### src/rtl/jk_bank_driver.sv
// Drives J/K and sync_reset of an external JK flip-flop bank forming a modulo-MODULUS
// up/down counter. Optional feedback checking is built when JK_FAULT_CHECK_EN is defined.
module jk_bank_driver #(
    parameter int WIDTH   = 4,
    parameter int MODULUS = 10
) (
    input  logic             clk,
    input  logic             async_reset_n,
    input  logic             sync_clear,
    input  logic             load,
    input  logic [WIDTH-1:0] load_value,
    input  logic             enable,
    input  logic             up_down,
    input  logic [WIDTH-1:0] q_fb,
    output logic [WIDTH-1:0] J,
    output logic [WIDTH-1:0] K,
    output logic             flop_sync_reset,
    output logic [WIDTH-1:0] expected_q,
    output logic             terminal_count,
    output logic             fault,
    output logic [1:0]       state_dbg
);

    localparam logic [WIDTH-1:0] MAX_VAL = WIDTH'(MODULUS - 1);

`ifdef JK_FAULT_CHECK_EN
    typedef enum logic [1:0] {
        ST_INIT  = 2'd0,
        ST_RUN   = 2'd1,
        ST_FAULT = 2'd2
    } state_t;
`else
    typedef enum logic [1:0] {
        ST_INIT  = 2'd0,
        ST_RUN   = 2'd1
    } state_t;
`endif

    state_t           state_q, state_d;
    logic [WIDTH-1:0] count_q, count_d;
    logic [WIDTH-1:0] nv;

`ifdef JK_FAULT_CHECK_EN
    logic fault_q, fault_d;
`endif

    always_ff @(posedge clk or negedge async_reset_n) begin
        if (!async_reset_n) begin
            state_q <= ST_INIT;
            count_q <= '0;
`ifdef JK_FAULT_CHECK_EN
            fault_q <= 1'b0;
`endif
        end else begin
            state_q <= state_d;
            count_q <= count_d;
`ifdef JK_FAULT_CHECK_EN
            fault_q <= fault_d;
`endif
        end
    end

    always_comb begin
        state_d         = state_q;
        count_d         = count_q;
        nv              = count_q;
        J               = '0;
        K               = '0;
        flop_sync_reset = 1'b0;
        terminal_count  = 1'b0;
`ifdef JK_FAULT_CHECK_EN
        fault_d         = fault_q;
`endif
        case (state_q)
            ST_INIT: begin
                // Bank is cleared on the same edge the mirror enters RUN at zero.
                flop_sync_reset = 1'b1;
                count_d         = '0;
                state_d         = ST_RUN;
            end
            ST_RUN: begin
                if (sync_clear) begin
                    flop_sync_reset = 1'b1;
                    nv              = '0;
                end else if (load) begin
                    nv = (load_value > MAX_VAL) ? MAX_VAL : load_value;
                end else if (enable) begin
                    if (up_down) begin
                        nv = (count_q == MAX_VAL) ? '0 : count_q + WIDTH'(1);
                    end else begin
                        nv = (count_q == '0) ? MAX_VAL : count_q - WIDTH'(1);
                    end
                    terminal_count = up_down ? (count_q == MAX_VAL) : (count_q == '0);
                end
                // Excitation with don't-cares resolved to 0: set or reset only, never toggle.
                if (!sync_clear) begin
                    J = ~count_q & nv;
                    K = count_q & ~nv;
                end
                count_d = nv;
`ifdef JK_FAULT_CHECK_EN
                if (!sync_clear && (q_fb != count_q)) begin
                    state_d = ST_FAULT;
                    fault_d = 1'b1;
                end
`endif
            end
`ifdef JK_FAULT_CHECK_EN
            ST_FAULT: begin
                if (sync_clear) begin
                    flop_sync_reset = 1'b1;
                    count_d         = '0;
                    fault_d         = 1'b0;
                    state_d         = ST_RUN;
                end
            end
`endif
            default: begin
                state_d = ST_INIT;
            end
        endcase
    end

    assign expected_q = count_q;
    assign state_dbg  = state_q;

`ifdef JK_FAULT_CHECK_EN
    assign fault = fault_q;
`else
    logic unused_q_fb;
    assign unused_q_fb = ^q_fb;
    assign fault       = 1'b0;
`endif

endmodule

### config.mk
export PLATFORM = sky130hd
export DESIGN_NAME = jk_bank_driver
export DESIGN_NICKNAME = d
export VERILOG_FILES = /design/src/rtl/jk_bank_driver.sv
export SDC_FILE = /design/constraint.sdc
export NUM_CORES = 1
export LEC_CHECK = 0
export CAP_MARGIN = 20
export CORE_UTILIZATION = 40
export DETAILED_ROUTE_END_ITERATION = 8
export GPL_TIMING_DRIVEN = 0
export PLACE_DENSITY = 0.81
export SLEW_MARGIN = 10
export SYNTH_ARGS = -nofsm -noshare
export SYNTH_HDL_FRONTEND = slang
export SYNTH_SLANG_ARGS = --single-unit
### constraint.sdc
create_clock -name clk -period 4.23 [get_ports clk]
set_input_delay 0.423 -clock clk [delete_from_list [all_inputs] [get_ports clk]]
set_output_delay 0.423 -clock clk [all_outputs]
set_load 0.05 [all_outputs]
==> results.tsv <==
metric	value	unit
yosys.cell_types.count	35	
synth_xor_area_share	1.45	%
outcome	complete, no violations	
wl_per_cell	13.9	microns
setup_viol	0	
synth_edf_count	0	
synth-compound-area-share	24.6	%
dr.first_iter.drc_count	20	
synth_top_family_by_area	simple AND/OR/NAND/NOR gates	
synth_area	604	sq um
vias	704	
tightest_slew	503	ps
place_area	857	sq um
grt_overflow_total	0	
cts_buffers	3	
leakage	0.377	nW
dieArea	0.00167	sq mm
path_clk_slew	50	ps
yosys_warnings	0	
cts_root_buf	clkbuf_4	
grt_first_pass_wirelength	2530	microns
final_util	65.4	%
dominantRegCellSynth	dfrtp_1	
synth_mux_area_share	1.86	%
cts_resized	0	
antenna_found_initial	0	
final_cell_mix	clkdlybuf4s50_1, nor2_1, buf_4, nor3_1, dfrtp_1	
maxSlewViolCount	0	
grt_max_degree	11	
fin_skew	6.07	ps
syn_inst	77	
antenna_cells	0	
drive_gt1_share	14.3	%
yosysTopAreaCell	dfrtp_1	
cellPowerDensity	211	mW/mm^2
cap_viol_max_count	0	
ctsHoldBuffers	0	
fin_crit	3300	ps
synthSimpleGateAreaFrac	34.4	%
hold_path.class	in -> async	
layout.cells.non_filler	120	
yosys-top-cells-area	dfrtp_1, buf_4, ha_1	
fin_setup_tns	0	ps
placementRows	13	
io_buffers	23	
nNetsFinal	123	
clock-sinks	5	
finalWirelength	1670	microns
postRouteAntennaNets	0	
hold_violations	0	
synth-seq-cells	5	
dp_slack	969	ps
required	3810	ps
cp.arrival	2880	ps
fillers	134	
clk_latency	250	ps
ios	31	
crit_type	reg -> out	
clock_path_buffers	2	
cts_tree	yes	
hold_ws	399	ps
drtPass1Iterations	4	
total_power	186	uW
cts_setup_buffers	0	
track_usage	23.3	%
vias_per_cell	5.87	
start_kind	flip-flop	
dieHeight	40.9	microns
layout_commonest_cell	clkdlybuf4s50_1	
crit_fanout	9	
synth_top_cell_area_share	20.7	%
drc_errors	0	
core_area	0.00135	sq mm
synth_area_per_cell	7.85	sq um
stdcell_area	883	sq um
fin_crit_sh	78.0	%
fp.dieW	40.9	microns
grt_pass1_vias	585	
gp_congestion	0.780	
relSlewSlack	66.4	%
rsz0062_at_grt	false	
start_util	44.8	%
setup_ws	929	ps
synth_adder_area_share	6.21	%
syn_to_final_growth	46.2	%
fmax	0.303	GHz
ir_drop	0.180	mV
dp.cells	116	
async_reset_ff_share	100	%
endpoint_kind	primary output	
htreeDepth	1	
dp_hpwl	1240	microns
yosysSeqAreaShare	20.7	%
==> per-layer routing <==
metal	share of wire [%]	up-vias	track usage, %
li1	-	333	-
met1	41	328	27.1
met2	51	39	41.0
met3	6.4	4	4.89
met4	1.1	0	9.17
met5	0	-	0
==> synth_stat cells, types with 3 or more instances <==
library cell	n
inv_1	3
a21oi_1	3
and3b_1	3
nor3_1	5
nor2b_1	3
nand2b_1	4
dfrtp_1	5
nor2_1	9
o21ai_0	3
ha_1	3
buf_4	5
nand2_1	4
==> cell type report <==
type                            instances  area, sq um  area share (%)
Inverter                                4         15.0            1.70
Timing Repair Buffer                   23          230            26.1
Clock buffer                            4         26.3            2.97
Tap cell                               15         18.8            2.12
Buffer                                  6         42.5            4.82
Multi-Input combinational cell         63          425            48.2
Sequential cell                         5          125            14.2
==> critical path: stages (launching register included) <==
cell,delay [ps]
dfrtp_1,480
inv_1,160
ha_1,240
nand2b_1,100
o31a_1,310
a221oi_2,320
and3_2,220
clkdlybuf4s50_1,790
==> sequential cells by signal, indices dropped and copies added, names as in the netlist <==
| signal | cells |
|---|---|
| state_dbg | 1 |
| expected_q | 4 |
==> path summary, 6_finish.rpt <==
path                          startpoint             to  slack, ps  cells after the start
hold / removal             async_reset_n  expected_q[3]        400                      1
setup / recovery           expected_q[0]           K[1]        930                      7
hold reg to reg            expected_q[1]  expected_q[1]        770                      2
min in group clk           expected_q[1]  expected_q[1]        770                      2
setup reg to reg           expected_q[0]  expected_q[3]       2250                      6
max in group asynchronous  async_reset_n  expected_q[0]       3630                      1
==> power breakdown <==
group          switching [mW]  internal, mW
combinational          0.0457        0.0300
clock                  0.0215        0.0358
sequential            0.00324        0.0500
total                  0.0704         0.116
==> logic make-up after synthesis <==
kind of cell / after synthesis
buffers and inverters: 10
AO/OA/AOI/OAI: 18
AND/OR/NAND/NOR: 37
multiplexers: 1
other: 2
flip-flops: 5
XOR/XNOR: 1
adder cells (fa/ha/maj): 3
No activity file was read; power rests on OpenSTA's default activity.
